[src/rtl/hazard_fwd_unit_pkg.sv]
// Shared definitions for the hazard/forwarding unit: operand-mux select
// encodings used by the datapath, and the stall sequencer state encoding.
package hazard_fwd_unit_pkg;

    // Operand source selects, shared with the EX-stage operand muxes
    localparam logic [1:0] FWD_RF    = 2'b00;
    localparam logic [1:0] FWD_EXMEM = 2'b10;
    localparam logic [1:0] FWD_MEMWB = 2'b01;

    // Stall sequencer states
    typedef enum logic {
        ST_IDLE  = 1'b0,
        ST_STALL = 1'b1
    } state_t;

    // Priority pick between the nearer writer (A) and the older writer (B)
    function automatic logic [1:0] fwd_pick(input logic i_matchA, input logic i_matchB);
        logic [1:0] w_sel;
        w_sel = FWD_RF;
        if (i_matchA) begin
            w_sel = FWD_EXMEM;
        end else if (i_matchB) begin
            w_sel = FWD_MEMWB;
        end
        return w_sel;
    endfunction

endpackage

[src/rtl/hazard_fwd_unit_cmp.sv]
// Single-operand forwarding comparator. Writer A is the younger pipeline
// stage and wins over writer B; register 0 never produces a match.
module fwd_sel_cmp
    import hazard_fwd_unit_pkg::*;
#(
    parameter int REG_AW = 5
) (
    input  logic [REG_AW-1:0] i_rs,
    input  logic              i_wrA_en,
    input  logic [REG_AW-1:0] i_wrA_rd,
    input  logic              i_wrB_en,
    input  logic [REG_AW-1:0] i_wrB_rd,
    output logic [1:0]        o_sel
);

    logic w_matchA;
    logic w_matchB;

    assign w_matchA = i_wrA_en && (i_wrA_rd != '0) && (i_wrA_rd == i_rs);
    assign w_matchB = i_wrB_en && (i_wrB_rd != '0) && (i_wrB_rd == i_rs);
    assign o_sel    = fwd_pick(w_matchA, w_matchB);

endmodule

[src/rtl/hazard_fwd_unit.sv]
// Operand forwarding, load-use hazard detection and a multi-cycle stall
// sequencer. Forward selects are either computed in EX from ID/EX source
// registers, or computed a stage early in ID and registered into EX.
module hazard_fwd_unit
    import hazard_fwd_unit_pkg::*;
#(
    parameter int REG_AW   = 5,
    parameter int NUM_SRC  = 2,
    parameter int LOAD_LAT = 1,
    parameter int REG_FWD  = 0,
    parameter int CNT_W    = 32
) (
    input  logic                      clk_i,
    input  logic                      rst_i,
    input  logic                      flush_i,
    input  logic                      id_valid_i,
    input  logic [NUM_SRC*REG_AW-1:0] id_rs_i,
    input  logic [NUM_SRC*REG_AW-1:0] ex_rs_i,
    input  logic                      ex_regwrite_i,
    input  logic                      ex_memread_i,
    input  logic [REG_AW-1:0]         ex_rd_i,
    input  logic                      mem_regwrite_i,
    input  logic [REG_AW-1:0]         mem_rd_i,
    input  logic                      wb_regwrite_i,
    input  logic [REG_AW-1:0]         wb_rd_i,
    output logic [2*NUM_SRC-1:0]      fwd_sel_o,
    output logic [NUM_SRC-1:0]        id_bypass_o,
    output logic                      pc_write_o,
    output logic                      ifid_write_o,
    output logic                      idex_bubble_o,
    output logic [CNT_W-1:0]          stall_cnt_o
);

    localparam logic [2:0] LAT_M1 = 3'(LOAD_LAT - 1);

    logic                 w_exWriter;
    logic                 w_wbWriter;
    logic [NUM_SRC-1:0]   w_idMatchEx;
    logic [2*NUM_SRC-1:0] w_selCalc;
    logic [2*NUM_SRC-1:0] w_fwdSel;
    logic                 w_hazard;
    logic                 w_stall;
    state_t               r_state;
    state_t               w_stateNext;
    logic [2:0]           r_remain;
    logic [2:0]           w_remainNext;
    logic [CNT_W-1:0]     r_stallCnt;

    assign w_exWriter = ex_regwrite_i && (ex_rd_i != '0);
    assign w_wbWriter = wb_regwrite_i && (wb_rd_i != '0);

    genvar k;
    generate
        for (k = 0; k < NUM_SRC; k++) begin : g_src
            logic [REG_AW-1:0] w_idRs;
            assign w_idRs         = id_rs_i[k*REG_AW +: REG_AW];
            assign w_idMatchEx[k] = (ex_rd_i == w_idRs);
            assign id_bypass_o[k] = w_wbWriter && (wb_rd_i == w_idRs);

            if (REG_FWD != 0) begin : g_idcmp
                fwd_sel_cmp #(.REG_AW(REG_AW)) u_cmp (
                    .i_rs     (w_idRs),
                    .i_wrA_en (ex_regwrite_i),
                    .i_wrA_rd (ex_rd_i),
                    .i_wrB_en (mem_regwrite_i),
                    .i_wrB_rd (mem_rd_i),
                    .o_sel    (w_selCalc[2*k +: 2])
                );
            end else begin : g_excmp
                fwd_sel_cmp #(.REG_AW(REG_AW)) u_cmp (
                    .i_rs     (ex_rs_i[k*REG_AW +: REG_AW]),
                    .i_wrA_en (mem_regwrite_i),
                    .i_wrA_rd (mem_rd_i),
                    .i_wrB_en (wb_regwrite_i),
                    .i_wrB_rd (wb_rd_i),
                    .o_sel    (w_selCalc[2*k +: 2])
                );
            end
        end
    endgenerate

    // A single load-use hazard regardless of how many operands match
    assign w_hazard = id_valid_i && !flush_i && ex_memread_i && w_exWriter && (|w_idMatchEx);

    // State register for the stall sequencer
    always_ff @(posedge clk_i or posedge rst_i) begin
        if (rst_i) begin
            r_state  <= ST_IDLE;
            r_remain <= '0;
        end else begin
            r_state  <= w_stateNext;
            r_remain <= w_remainNext;
        end
    end

    // Next-state and stall decision; STALL holds for the remaining load latency
    always_comb begin
        w_stateNext  = r_state;
        w_remainNext = r_remain;
        w_stall      = 1'b0;
        case (r_state)
            ST_IDLE: begin
                if (w_hazard) begin
                    w_stall = 1'b1;
                    if (LOAD_LAT > 1) begin
                        w_stateNext  = ST_STALL;
                        w_remainNext = LAT_M1;
                    end
                end
            end
            ST_STALL: begin
                if (flush_i) begin
                    w_stateNext  = ST_IDLE;
                    w_remainNext = '0;
                end else begin
                    w_stall = 1'b1;
                    if (r_remain <= 3'd1) begin
                        w_stateNext  = ST_IDLE;
                        w_remainNext = '0;
                    end else begin
                        w_remainNext = r_remain - 3'd1;
                    end
                end
            end
            default: begin
                w_stateNext  = ST_IDLE;
                w_remainNext = '0;
            end
        endcase
    end

    generate
        if (REG_FWD != 0) begin : g_regfwd
            logic [2*NUM_SRC-1:0] r_fwdSel;
            // Selects computed in ID, captured into EX; squashed slots forward nothing
            always_ff @(posedge clk_i or posedge rst_i) begin
                if (rst_i) begin
                    r_fwdSel <= '0;
                end else if (w_stall || flush_i || !id_valid_i) begin
                    r_fwdSel <= '0;
                end else begin
                    r_fwdSel <= w_selCalc;
                end
            end
            assign w_fwdSel = r_fwdSel;
        end else begin : g_combfwd
            assign w_fwdSel = w_selCalc;
        end
    endgenerate

    // Saturating count of bubble cycles
    always_ff @(posedge clk_i or posedge rst_i) begin
        if (rst_i) begin
            r_stallCnt <= '0;
        end else if (idex_bubble_o && (r_stallCnt != '1)) begin
            r_stallCnt <= r_stallCnt + CNT_W'(1);
        end
    end

    assign fwd_sel_o     = rst_i ? '0 : w_fwdSel;
    assign pc_write_o    = rst_i || !w_stall;
    assign ifid_write_o  = rst_i || !w_stall;
    assign idex_bubble_o = !rst_i && w_stall;
    assign stall_cnt_o   = r_stallCnt;

endmodule

[config.mk]
export PLATFORM = sky130hd
export DESIGN_NAME = hazard_fwd_unit
export DESIGN_NICKNAME = d
export VERILOG_FILES = /design/src/rtl/hazard_fwd_unit_pkg.sv /design/src/rtl/hazard_fwd_unit_cmp.sv /design/src/rtl/hazard_fwd_unit.sv
export SDC_FILE = /design/constraint.sdc
export NUM_CORES = 1
export LEC_CHECK = 0
export ABC_AREA = 0
export CAP_MARGIN = 10
export CELL_PAD_IN_SITES_DETAIL_PLACEMENT = 1
export CELL_PAD_IN_SITES_GLOBAL_PLACEMENT = 1
export CORE_ASPECT_RATIO = 0.75
export CORE_MARGIN = 2
export CORE_UTILIZATION = 37
export CTS_BUF_LIST = sky130_fd_sc_hd__clkbuf_8
export DETAILED_ROUTE_END_ITERATION = 16
export GPL_ROUTABILITY_DRIVEN = 0
export PLACE_DENSITY = 0.95
export SYNTH_ARGS = -nofsm -noshare
export SYNTH_HDL_FRONTEND = slang
export SYNTH_SLANG_ARGS = --single-unit
[constraint.sdc]
create_clock -name clk_i -period 3.22 [get_ports clk_i]
set_input_delay 0.644 -clock clk_i [delete_from_list [all_inputs] [get_ports clk_i]]
set_output_delay 0.644 -clock clk_i [all_outputs]
set_load 0.05 [all_outputs]
==> results of run 1 <==
-- state kept, by name, indices dropped and copies added, names as in the netlist --
register,cells
stall_cnt_o,32
r_remain,3
r_state,1
-- per-layer routing --
layer / routed length (um) / vias to the layer above / track usage
li1: - / 1051 / -
met1: 3740 / 1171 / 0.349
met2: 4510 / 80 / 0.477
met3: 376 / 19 / 0.0478
met4: 182 / 0 / 0.0902
met5: 0 / - / 0
-- cell type report --
cell class	instances	area [um^2]	area share
Clock buffer	5	68.8	0.0200
Clock inverter	2	8.76	0.00254
Inverter	7	26.3	0.00763
Multi-Input combinational cell	194	1360	0.396
Sequential cell	36	901	0.262
Tap cell	78	97.6	0.0283
Timing Repair Buffer	99	978	0.284
-- critical path: cells and delay by family --
family          cells  cell delay, ps
compound gates      1             270
simple gates        3             960
buf+inv             2             630
-- layout by cell type (no fill, tap or decap), types with 2 or more instances in the layout --
| cell | instances |
|---|---|
| clkdlybuf4s50_1 | 74 |
| xnor2_1 | 40 |
| dfrtp_1 | 36 |
| xor2_1 | 30 |
| nand3_1 | 22 |
| buf_4 | 21 |
| nand2_1 | 20 |
| nor3_1 | 16 |
| nand4_1 | 11 |
| nor2_1 | 8 |
| inv_1 | 8 |
| nor4_1 | 7 |
| and3_1 | 6 |
| clkbuf_8 | 5 |
| o21ai_0 | 4 |
| buf_12 | 4 |
| and4_1 | 3 |
| ha_1 | 3 |
| and2_1 | 2 |
| or4_1 | 2 |
| nor4_2 | 2 |
-- through the flow --
stage          TNS (ps)  worst slack, ps  area (um^2)  utilization
2_1_floorplan      -443             -171         2330            -
3_3_place_gp          0             75.2         3370        0.569
3_5_place_dp       -194            -99.6         3370        0.569
4_1_cts               0             21.5         3440        0.582
5_1_grt               0             26.7         3440        0.582
6_report              0             60.3         3440        0.582
-- timing repair --
item / CTS / global route
setup endpoints to repair: 2 / 2
endpoints found under the hold margin: 0 / 0
cloned: 0 / 0
buffers inserted: 0 / 0
pin swaps: 0 / 2
gates resized for setup: 1 / 0
-- worst min-delay path by stage --
| stage | startpoint | to | slack (ps) | cells after the start |
|---|---|---|---|---|
| final | stall_cnt_o[27]$_DFFE_PP0P_ | stall_cnt_o[27]$_DFFE_PP0P_ | 500 | 1 |
| after global placement | r_remain[2]$_DFFE_PP0P_ | r_remain[2]$_DFFE_PP0P_ | 480 | 2 |
| after floorplan | r_remain[2]$_DFFE_PP0P_ | r_remain[2]$_DFFE_PP0P_ | 460 | 2 |
| after CTS | stall_cnt_o[27]$_DFFE_PP0P_ | stall_cnt_o[27]$_DFFE_PP0P_ | 500 | 1 |
| after detailed placement | stall_cnt_o[27]$_DFFE_PP0P_ | stall_cnt_o[27]$_DFFE_PP0P_ | 490 | 1 |
| after global routing | stall_cnt_o[27]$_DFFE_PP0P_ | stall_cnt_o[27]$_DFFE_PP0P_ | 520 | 1 |
-- synthesized netlist by cell type, types with 3 or more instances --
master | n | share of area
and3_1 | 6 | 0.016
and4_1 | 3 | 0.011
clkbuf_1 | 7 | 0.011
dfrtp_1 | 36 | 0.39
ha_1 | 3 | 0.016
inv_1 | 7 | 0.011
nand2_1 | 20 | 0.032
nand3_1 | 22 | 0.048
nand4_1 | 11 | 0.030
nor2_1 | 8 | 0.013
nor3_1 | 17 | 0.037
nor4_1 | 9 | 0.024
o21ai_0 | 5 | 0.011
xnor2_1 | 40 | 0.15
xor2_1 | 30 | 0.11
-- kinds of logic (layout without fill, tap and decap cells) --
| kind of cell | count (synthesis) | count (layout) | synth area share |
|---|---|---|---|
| AO/OA/AOI/OAI | 9 | 9 | 0.0222 |
| XOR/XNOR | 70 | 70 | 0.265 |
| buffers and inverters | 16 | 113 | 0.0282 |
| adder cells (fa/ha/maj) | 3 | 3 | 0.0162 |
| flip-flops | 36 | 36 | 0.390 |
| multiplexers | 2 | 2 | 0.00920 |
| AND/OR/NAND/NOR | 110 | 110 | 0.269 |
-- power by group --
group	switching [mW]	internal, mW
Clock	0.167	0.144
Combinational	0.0875	0.0931
Sequential	0.00249	0.454
Total	0.257	0.691
==> flow_summary.json, run 1 <==
{
  "wl_per_cell_um": 20.9,
  "critPathKind": "in -> out",
  "hold_violations": 0,
  "worstSetupStartpointType": "input port",
  "drt_wl_total_mm": 8.82,
  "slowest_delay_ps": 520,
  "synth_sequential_area_ratio": 0.390,
  "grt_usage": 0.275,
  "start_util": 0.391,
  "final_layout_size_suffix_gt1_frac": 0.117,
  "drc_errors": 0,
  "r2r_slack_ps": 720,
  "die-area_mm2": 0.00690,
  "dieHeight_um": 72.4,
  "startpoint": "mem_rd_i[3]",
  "finalPower_mw": 0.947,
  "setup-violations-final": 0,
  "core_area_mm2": 0.00592,
  "fillers": 655,
  "antenna_found_initial": 0,
  "grt_max_degree": 37,
  "cts_root_buf": "clkbuf_8",
  "syn_avg_cell_area_um2": 9.39,
  "hold_ws_ps": 503,
  "clock_sinks": 36,
  "grt_first_pass_wirelength_mm": 14.3,
  "worst-r2r-cell-count": 7,
  "fin_cells": 421,
  "drv_slew": 0,
  "timing.rr.end": "stall_cnt_o[21]$_DFFE_PP0P_",
  "final_antenna_net_count": 0,
  "yosysUniqueCellTypes": 35,
  "reg2reg_from": "stall_cnt_o[3]$_DFFE_PP0P_",
  "via_per_inst": 5.51,
  "ys_warn_count": 0,
  "htreeDepth": 2,
  "critPathCaptureType": "output port",
  "slowest_stage": "or4_1",
  "max_cap_violations": 0,
  "syn-cell-area_mm2": 0.00231,
  "drtIter0Drc": 136,
  "finalCritPeriodShare": 0.981,
  "synthToLayoutAreaGrowth_pct": 49.0,
  "postCtsHoldBufs": 0,
  "syn-num-nets": 292,
  "num_rows": 24,
  "grt_pass1_vias": 2615,
  "vias": 2321,
  "synthFlopType": "dfrtp_1",
  "skew_ps": 3.84,
  "slew_headroom": 0.637,
  "max_freq_ghz": 0.316,
  "cts_tree": "yes",
  "fin_nets": 389,
  "synth_edf_count": 0,
  "io_buffers": 83,
  "total_leakage_power_nw": 1.44,
  "clockBufferDepth": 2,
  "tightest_slew_ps": 542,
  "endpoint": "fwd_sel_o[0]",
  "grt_overflow": 0,
  "async_flop_share": 1.00,
  "clkLatencyLatePin_ps": 290,
  "synth_cells": 246,
  "rsz0062_at_grt": "no",
  "io_pins": 84,
  "min_period_ps": 3160,
  "critPathArrivalTime_ps": 2520,
  "synth.ff_latch_count": 36,
  "status": "completed",
  "path_clk_slew_ps": 70,
  "power_density_mw_per_mm2": 275,
  "crit_chain": "clkdlybuf4s50_1 > or4_1 > o21ai_1 > nor3_1 > nor4_2 > buf_12",
  "cts_buffers": 5,
  "antenna_cells": 0,
  "crit_required_ps": 2580,
  "crit_fanout": 3,
  "fp.dieW_um": 95.3,
  "dpl.cell_count": 414,
  "dp_hpwl_mm": 6.58,
  "hold_class": "reg -> reg",
  "peakVddDrop_v": 0.000139,
  "drtPass1Iterations": 4
}
(Power assumes the default switching activity.)
==> run 2: changes to the inputs <==
- SKIP_CTS_REPAIR_TIMING: unset -> 1
==> results of run 2 <==
No change in the layout: final DEF, timing and power equal those of run 1.
